### src/rtl/spi_req_arbiter.sv
// Round-robin arbiter/sequencer sharing one 8-bit spi_master between N_REQ requesters.
// Optional watchdog enabled by defining SPI_ARB_TIMEOUT_EN.
module spi_req_arbiter #(
    parameter int unsigned N_REQ       = 4,
    parameter int unsigned DATA_W      = 8,
    parameter int unsigned TIMEOUT_CYC = 1024
) (
    input  logic                      i_clk,
    input  logic                      i_rst,
    input  logic [N_REQ-1:0]          i_req,
    input  logic [N_REQ*DATA_W-1:0]   i_req_data,
    output logic [N_REQ-1:0]          o_ack,
    output logic [N_REQ-1:0]          o_done,
    output logic [$clog2(N_REQ)-1:0]  o_grant_id,
    output logic                      o_arb_busy,
    output logic                      o_spi_start,
    output logic [DATA_W-1:0]         o_spi_data,
    input  logic                      i_spi_busy,
    output logic                      o_timeout_err
);

    localparam int unsigned ID_W  = $clog2(N_REQ);
    localparam int unsigned SUM_W = ID_W + 1;

    typedef enum logic [1:0] {
        StIdle,
        StStart,
        StWaitHi,
        StWaitLo
    } state_e;

    state_e              r_state;
    state_e              w_state_nxt;
    logic [ID_W-1:0]     r_last_grant;
    logic [ID_W-1:0]     r_grant_id;
    logic [DATA_W-1:0]   r_spi_data;
    logic [N_REQ-1:0]    r_ack;
    logic [N_REQ-1:0]    r_done;
    logic                r_arb_busy;
    logic                r_spi_start;

    logic                w_found;
    logic [ID_W-1:0]     w_winner;
    logic [SUM_W-1:0]    w_sum;
    logic [DATA_W-1:0]   w_win_data;
    logic                w_grant;
    logic                w_finish;

`ifdef SPI_ARB_TIMEOUT_EN
    localparam int unsigned CNT_W = $clog2(TIMEOUT_CYC + 1);

    logic [CNT_W-1:0]    r_to_cnt;
    logic                r_timeout_err;
    logic                w_waiting;
    logic                w_to_hit;
    logic                w_timeout;

    assign w_waiting = (r_state == StWaitHi) || (r_state == StWaitLo);
    assign w_to_hit  = w_waiting && (r_to_cnt == CNT_W'(TIMEOUT_CYC - 1));
`endif

    // Search starts one past the last owner so every requester gets a turn.
    always_comb begin
        w_found  = 1'b0;
        w_winner = r_last_grant;
        w_sum    = '0;
        for (int unsigned k = 1; k <= N_REQ; k++) begin
            w_sum = {1'b0, r_last_grant} + SUM_W'(k);
            if (w_sum >= SUM_W'(N_REQ)) begin
                w_sum = w_sum - SUM_W'(N_REQ);
            end
            if (!w_found && i_req[w_sum[ID_W-1:0]]) begin
                w_found  = 1'b1;
                w_winner = w_sum[ID_W-1:0];
            end
        end
    end

    always_comb begin
        w_win_data = '0;
        for (int unsigned i = 0; i < N_REQ; i++) begin
            if (w_winner == ID_W'(i)) begin
                w_win_data = i_req_data[i*DATA_W +: DATA_W];
            end
        end
    end

    always_comb begin
        w_state_nxt = r_state;
        w_grant     = 1'b0;
        w_finish    = 1'b0;
`ifdef SPI_ARB_TIMEOUT_EN
        w_timeout   = 1'b0;
`endif
        case (r_state)
            StIdle: begin
                if (w_found && !i_spi_busy) begin
                    w_grant     = 1'b1;
                    w_state_nxt = StStart;
                end
            end
            StStart: begin
                w_state_nxt = StWaitHi;
            end
            StWaitHi: begin
                if (i_spi_busy) begin
                    w_state_nxt = StWaitLo;
                end
            end
            StWaitLo: begin
                if (!i_spi_busy) begin
                    w_finish    = 1'b1;
                    w_state_nxt = StIdle;
                end
            end
            default: begin
                w_state_nxt = StIdle;
            end
        endcase
`ifdef SPI_ARB_TIMEOUT_EN
        // A normal transition on the same edge wins over the watchdog.
        if (w_to_hit && (w_state_nxt == r_state)) begin
            w_timeout   = 1'b1;
            w_finish    = 1'b1;
            w_state_nxt = StIdle;
        end
`endif
    end

    always_ff @(posedge i_clk) begin
        if (i_rst) begin
            r_state      <= StIdle;
            r_last_grant <= ID_W'(N_REQ - 1);
            r_grant_id   <= '0;
            r_spi_data   <= '0;
            r_ack        <= '0;
            r_done       <= '0;
            r_arb_busy   <= 1'b0;
            r_spi_start  <= 1'b0;
        end else begin
            r_state     <= w_state_nxt;
            r_ack       <= '0;
            r_done      <= '0;
            // Registered so the start pulse trails ack by one cycle.
            r_spi_start <= (r_state == StStart);
            if (w_grant) begin
                r_ack[w_winner] <= 1'b1;
                r_grant_id      <= w_winner;
                r_last_grant    <= w_winner;
                r_spi_data      <= w_win_data;
                r_arb_busy      <= 1'b1;
            end
            if (w_finish) begin
                r_done[r_grant_id] <= 1'b1;
                r_arb_busy         <= 1'b0;
            end
        end
    end

`ifdef SPI_ARB_TIMEOUT_EN
    always_ff @(posedge i_clk) begin
        if (i_rst) begin
            r_to_cnt      <= '0;
            r_timeout_err <= 1'b0;
        end else begin
            if (w_state_nxt != r_state) begin
                r_to_cnt <= '0;
            end else if (w_waiting) begin
                r_to_cnt <= r_to_cnt + 1'b1;
            end
            if (w_timeout) begin
                r_timeout_err <= 1'b1;
            end
        end
    end

    assign o_timeout_err = r_timeout_err;
`else
    assign o_timeout_err = 1'b0;
`endif

    assign o_ack       = r_ack;
    assign o_done      = r_done;
    assign o_grant_id  = r_grant_id;
    assign o_arb_busy  = r_arb_busy;
    assign o_spi_start = r_spi_start;
    assign o_spi_data  = r_spi_data;

endmodule

### config.mk
export PLATFORM = sky130hd
export DESIGN_NAME = spi_req_arbiter
export DESIGN_NICKNAME = d
export VERILOG_FILES = /design/src/rtl/spi_req_arbiter.sv
export SDC_FILE = /design/constraint.sdc
export NUM_CORES = 1
export LEC_CHECK = 0
export CORE_ASPECT_RATIO = 0.75
export CORE_UTILIZATION = 35
export DETAILED_ROUTE_END_ITERATION = 8
export GPL_TIMING_DRIVEN = 0
export PLACE_DENSITY = 0.69
export SLEW_MARGIN = 25
export SYNTH_ARGS = -nofsm -noshare
export SYNTH_HDL_FRONTEND = slang
export SYNTH_SLANG_ARGS = --single-unit
export TNS_END_PERCENT = 30
### constraint.sdc
create_clock -name i_clk -period 3.15 [get_ports i_clk]
set_clock_uncertainty 0.15 [all_clocks]
set_input_delay 0.63 -clock i_clk [delete_from_list [all_inputs] [get_ports i_clk]]
set_output_delay 0.63 -clock i_clk [all_outputs]
set_load 0.01 [all_outputs]
==> results of run 1 <==
==> metal layers <==
layer  global-route usage, %  wire length [um]
met1                    25.3              1670
met2                    29.8              1650
met3                    4.20               178
met4                    6.16                65
met5                       0                 0
==> critical path, stage by stage <==
cell and delay, ns:
clkdlybuf4s50_1 0.57, or3b_2 0.45, buf_2 0.19, nand3_1 0.12
buf_2 0.30, mux2i_1 0.28, o211ai_2 0.09
==> cell usage in the layout (no fill, tap or decap), types with 2 or more instances in the layout <==
cell             instances
a211oi_1                 2
a21o_1                  10
a21oi_1                  4
buf_2                    2
buf_4                    2
clkbuf_1                 3
clkbuf_8                 3
clkdlybuf4s50_1         56
dfxtp_1                 24
ha_1                     5
inv_1                    4
mux2i_1                  9
nand2_1                 11
nand2b_1                 3
nand3_1                  2
nand4_1                  8
nor2_1                  16
nor3_1                   4
nor3b_2                  2
o211ai_2                 8
o21ai_0                  2
o31ai_1                  8
==> power groups by stage <==
stage	Clock [uW]	Sequential, uW	Combinational [uW]
after floorplan	0	439	291
after global routing	291	428	571
after CTS	274	418	525
after global placement	0	420	506
final	271	418	526
after detailed placement	0	424	522
==> sequential cells by signal, summed over array words and instances, names as in the netlist <==
register	count
o_spi_data	8
o_ack	4
o_done	4
o_grant_id	2
r_last_grant	2
r_state	2
o_arb_busy	1
o_spi_start	1
==> through the flow <==
stage               worst slack (ns)  util (%)  area, um^2  hold WS (ns)
floorplan                       1.02         -        1320         0.334
global placement               0.298      56.5        1950         0.294
detailed placement             0.256      56.5        1950         0.305
CTS                            0.542      58.6        2020         0.327
global route                   0.424      58.7        2020         0.336
finish                         0.535      58.7        2020         0.326
==> area by class of cell <==
cell class                 count  area [um^2]
buffer                         9         51.3
clock buffer                   3         41.3
clock inverter                 1         30.0
fill                         309         1420
inverter                       4         15.0
multi-input combinational    109          782
sequential                    24          480
tap                           50         62.6
timing repair buffer          56          561
==> kinds of logic after synthesis <==
family                     after synthesis
AOI/OAI and AO/OA                       39
adders and majority gates                5
buffers and inverters                   13
DFF                                     24
muxes                                    9
other                                    1
and+or+nand+nor                         55
==> final timing paths <==
check / from / to / depth (start not counted)
worst max-delay path: i_req[3] / o_spi_data[1] / 7
worst min-delay path: o_spi_data[3] / o_spi_data[3] / 2
worst max register to register: r_last_grant[1] / o_spi_data[1] / 7
worst min register to register: o_spi_data[3] / o_spi_data[3] / 2
==> results.md, run 1 <==
* Status: completed
* H-tree lvl count at 1
* Dominant combinational cell family by area after synthesis: compound AO/OA/AOI/OAI gates
* Layout Area Growth over Synthesis at 52.8%
* Synthesized flop and latch total at 24
* Largest area contributor in the synthesized netlist: dfxtp_1
* Largest net degree at the start of global routing at 15
* Total of hold buffers inserted after clock tree synthesis at 0
* EDFF count, synth at 0
* Antenna-violating nets left at 0
* Min-Delay Path Class: reg2reg
* Number of warnings issued by yosys at 0
* Post-Syn Nets at 190
* Endpoint kind of the worst setup timing path: register
* Int Pwr at 809 uW
* R2R setup slack at between 0.9 and 1 ns
* Highest net fanout along the worst path at 10
* Achievable Freq at between 300 and 400 MHz
* Number of global-route vias before repair at 1306
* Resize count post-CTS at 0
* Overall overflow remaining after global route at 0
* Async set-or-reset flop fraction in the synthesized netlist at 0%
* Share of the synthesized area in the top cell type at a little over a third
* Proportion of power drawn by flip-flops and latches at about a third
* Width of the die at ~73 um
* Required time of the critical path at 3.16 ns
* Count of vias placed by the detailed router at about 1300
* Buffer depth of the longest clock path at 2
* Simple-gate portion of the synthesized area at between 20 and 25%
* Total number of clock tree sinks at 24
* Number of remaining DRC errors at 0
* Clock-pin slew reported for the worst setup and hold paths after clock tree synthesis at about 0.090 ns
* Count of cell types in the netlist at 37
* Critical path class: in2reg
* Switch share at 33.4%
* Power density normalized to cell area at approximately 600 nW/um^2
* Top post-synthesis cells by area: dfxtp_1 36%, o211ai_2 7.6%, mux2i_1 6.8%
* Post-synthesis cell area at 1320 um^2
* Inst Count DP at approximately 250
* Max-Slew Margin vs Limit at between 40% and 50%
* Last weighted congestion value of the routability-driven placer at between 0.8 and 0.9
* Worst slew pin tran at approximately 0.80 ns
* Number of antenna violations at the first check in global routing at 0
* Final setup violation count at 0
* Synth top cells by count: 24 x dfxtp_1, 16 x nor2_1, 11 x nand2_1, 10 x a21o_1, 9 x mux2i_1
* Number of antenna repair diodes at 0
* Compound-gate portion of the synthesized area at 24.9%
* Initial cell density of the core at 38.4%
* LEAKAGE at a little over 0.0008 uW
* Latest clock arrival within the worst-skew pair at 0.27 ns
* Vias/cell at approximately 5.2
* Data arrival at the endpoint of the critical path at ~2.6 ns
* Proportion of power drawn by combinational gates at 43.3%
* DIE AREA at 4030 um^2
* I/O Pins at 60
* Setup Total Neg Slack at 0 ns
* Share of final-layout standard cells stronger than drive strength 1 at around 12%
* Multiplexer fraction of the synthesized cell area at 6.81%
* Routed WL at 3.56 mm
* Worst vdd ir at about 0.28 mV
* Post-DP HPWL at ~2.8 mm
* Buffers inserted during post-CTS setup optimization at 0
* Count of final max-slew check failures at 0
* First DRT Iteration DRCs at 58
* Share of synthesized area occupied by flip-flops and latches at ~36%
* Clock tree from TritonCTS: built
* Power spent charging and discharging nets at about 410 uW
* Xor/xnor cell area share of the yosys netlist at 0%
* Floorplan die height at approximately 55 um
* Final nets at approximately 250
* Layout Cells excl Fill at roughly 260
* Site Rows at 18
* Final hold violation count at 0
* Inserted Clock Buffers at 3
* Max capacitance violation total at 0
* Root buf cell: clkbuf_8
* Core Region at about 3400 um^2
* Count of TritonRoute iterations in the first routing pass at 4
* Post-synthesis average cell area at approximately 9.1 um^2
* Main synth FF type: dfxtp_1
* Global-route wire length before repair at around 5.9 mm
* Crit share post-route at 83.0%
* Power after layout at approximately 1200 uW
* Average detailed-routed wire length per instance at 13.9 um
* Most instantiated library cell after synthesis: dfxtp_1
* Total global-route track usage at a little under a fifth
* Clk pwr share at approximately 22%
* Kind of launch point of the worst setup path: input pin
* Count of buffers inserted at the top-level ports at between 50 and 60
* Post-synthesis instance total at approximately 150
* Post-Synth Adder-Cell Area at between 4 and 5%
* Minimum clock period at 2.61 ns
* Setup repair after global routing missed its margin: no
No activity file was read; power rests on OpenSTA's default activity.
==> run 2, diff against run 1 <==
--- a/config.mk
+++ b/config.mk
@@ -9,7 +9,7 @@
 export CORE_UTILIZATION = 35
 export DETAILED_ROUTE_END_ITERATION = 8
 export GPL_TIMING_DRIVEN = 0
-export PLACE_DENSITY = 0.69
+export PLACE_DENSITY = 0.72
 export SLEW_MARGIN = 25
 export SYNTH_ARGS = -nofsm -noshare
 export SYNTH_HDL_FRONTEND = slang
==> constraint.sdc (replaced) <==
create_clock -name i_clk -period 2.4 [get_ports i_clk]
set_clock_uncertainty 0.15 [all_clocks]
set_input_delay 0.48 -clock i_clk [delete_from_list [all_inputs] [get_ports i_clk]]
set_output_delay 0.48 -clock i_clk [all_outputs]
set_load 0.01 [all_outputs]
==> results.md, run 2 (synthesis gave the netlist of run 1 again) <==
* Achievable Freq at 432 MHz
* Width of the die at around 73 um
* Count of buffers inserted at the top-level ports at 56
* Total number of clock tree sinks at 24
* Setup repair after global routing missed its margin: yes
* Int Pwr at 1070 uW
* Global-route wire length before repair at ~5.8 mm
* Top library cells by usage in the layout, fill and taps aside: 53 x clkdlybuf4s50_1, 24 x dfxtp_1, 15 x nor2_1
* Number of remaining DRC errors at 0
* R2R setup slack at 0.33 ns
* Layout Area Growth over Synthesis at 54.1%
* Final hold violation count at 0
* Startpoint of the worst-slack reg-to-reg timing path: r_last_grant[1]
* Flip-flop count of the largest register after layout at 8
* Power density normalized to cell area at about 790 nW/um^2
* Endpoint of the lowest-slack register-to-register path: o_spi_data[1]
* Count of vias placed by the detailed router at 1306
* Depth of the worst register-to-register path at 7
* Minimum clock period at roughly 2.3 ns
* Core Region at ~3400 um^2
* Routed WL at ~3.7 mm
* Site Rows at 18
* Cell depth of the worst hold path at 2
* Worst setup slack before clock tree synthesis at -0.405 ns
* I/O Pins at 60
* Number of antenna violations at the first check in global routing at 0
* Floorplan die height at between 50 and 60 um
* Buffers inserted during post-CTS setup optimization at 0
* Overall overflow remaining after global route at 0
* Switch share at between 30% and 40%
* Worst Slack Setup Final at 0.0849 ns
* Proportion of power drawn by combinational gates at approximately 44%
* Worst slew pin tran at between 0.7 and 0.8 ns
* Antenna-violating nets left at 0
* Root buf cell: clkbuf_8
* Hold wc startpoint: o_spi_data[2]
* Max capacitance violation total at 0
* Average detailed-routed wire length per instance at between 10 and 15 um
* Initial cell density of the core at between 30 and 40%
* Latest clock arrival within the worst-skew pair at 0.27 ns
* Required time of the critical path at 2.41 ns
* Endpoint kind of the worst setup timing path: register
* Share of final-layout standard cells stronger than drive strength 1 at roughly an eighth
* Status: completed
* Buffer depth of the longest clock path at 2
* Critical path class: in2reg
* Clk pwr share at between 20 and 25%
* Number of antenna repair diodes at 0
* LEAKAGE at around 0.00083 uW
* Final nets at 250
* Power after layout at roughly 1600 uW
* Max-Slew Margin vs Limit at 47.4%
* First DRT Iteration DRCs at 80
* Proportion of power drawn by flip-flops and latches at approximately 34%
* Crit share post-route at ~96%
* Hold-critical path endpoint: o_spi_data[2]
* Min-Delay Path Class: reg2reg
* Final setup violation count at 0
* H-tree lvl count at 1
* Power spent charging and discharging nets at between 500 and 600 uW
* Inserted Clock Buffers at 3
* Count of final max-slew check failures at 0
* Count of TritonRoute iterations in the first routing pass at 4
* Last weighted congestion value of the routability-driven placer at between 0.7 and 0.8
* Worst vdd ir at slightly above 0.3 mV
* Count of fill cells added during filler insertion at between 300 and 400
* Post-DP HPWL at approximately 2.8 mm
* Largest net degree at the start of global routing at 15
* Number of global-route vias before repair at roughly 1200
* Clock tree from TritonCTS: built
* Kind of launch point of the worst setup path: input pin
* Total global-route track usage at 18.3%
* Vias/cell at 5.12
* Commonest non-fill, non-tap cell in the layout: clkdlybuf4s50_1
* Data arrival at the endpoint of the critical path at around 2.3 ns
* Hold Worst Slack at 0.333 ns
* Clock-pin slew reported for the worst setup and hold paths after clock tree synthesis at around 0.09 ns
* DIE AREA at between 4000 and 5000 um^2
* Highest net fanout along the worst path at 10
run 2: through the flow:
| stage | cells | TNS, ns | area, um^2 | utilization, % |
|---|---|---|---|---|
| floorplan | 146 | 0 | 1320 | - |
| global placement | 252 | -3.34 | 1950 | 56.5 |
| detailed placement | 252 | -3.72 | 1950 | 56.5 |
| CTS | 256 | 0 | 2030 | 58.8 |
| global route | 255 | -0.00828 | 2040 | 59.2 |
| finish | 255 | 0 | 2040 | 59.2 |
run 2: what timing repair did:
action	in CTS	in global routing
hold buffers	0	0
resized for setup	3	4
hold endpoints to repair	0	0
setup endpoints to repair	7	8
run 2: area by class of cell:
type | count | area (um^2) | area share [%]
Buffer | 8 | 53.8 | 2.64
Clock buffer | 3 | 41.3 | 2.02
Clock inverter | 1 | 30.0 | 1.47
Inverter | 4 | 15.0 | 0.736
Multi-Input combinational cell | 109 | 788 | 38.7
Sequential cell | 24 | 480 | 23.6
Tap cell | 50 | 62.6 | 3.07
Timing Repair Buffer | 56 | 568 | 27.9
run 2: power groups by stage:
stage	Combinational, uW	Clock, uW	Sequential [uW]
2_1_floorplan	382	0	577
3_3_place_gp	662	0	551
3_5_place_dp	684	0	558
4_1_cts	697	366	548
5_1_grt	755	381	561
6_report	698	361	547
run 2: metal layers:
layer | vias up | track usage [%] | share of wire, %
li1 | 651 | - | -
met1 | 610 | 24.5 | 47
met3 | 4 | 3.65 | 4.7
met2 | 41 | 30.2 | 48
met5 | - | 0 | 0
met4 | 0 | 4.20 | 1.1
run 2: worst max path at each step:
stage	cells past startpoint	from	endpoint	slack, ns
finish	7	i_req[2]	o_spi_data[1]	0.08
global route	6	i_req[2]	o_spi_data[7]	-0.007
CTS	7	i_req[3]	o_spi_data[4]	0.001
detailed placement	7	i_req[3]	o_spi_data[7]	-0.40
global placement	7	i_req[3]	o_spi_data[7]	-0.38
floorplan	6	i_req[2]	o_spi_data[0]	0.42
run 2: worst max-delay path, cell delays in order:
cell and delay (ns):
clkdlybuf4s50_1 0.49, or3b_2 0.46, buf_2 0.19, nand3_1 0.15, buf_6 0.19, mux2i_1 0.26
o211ai_2 0.10
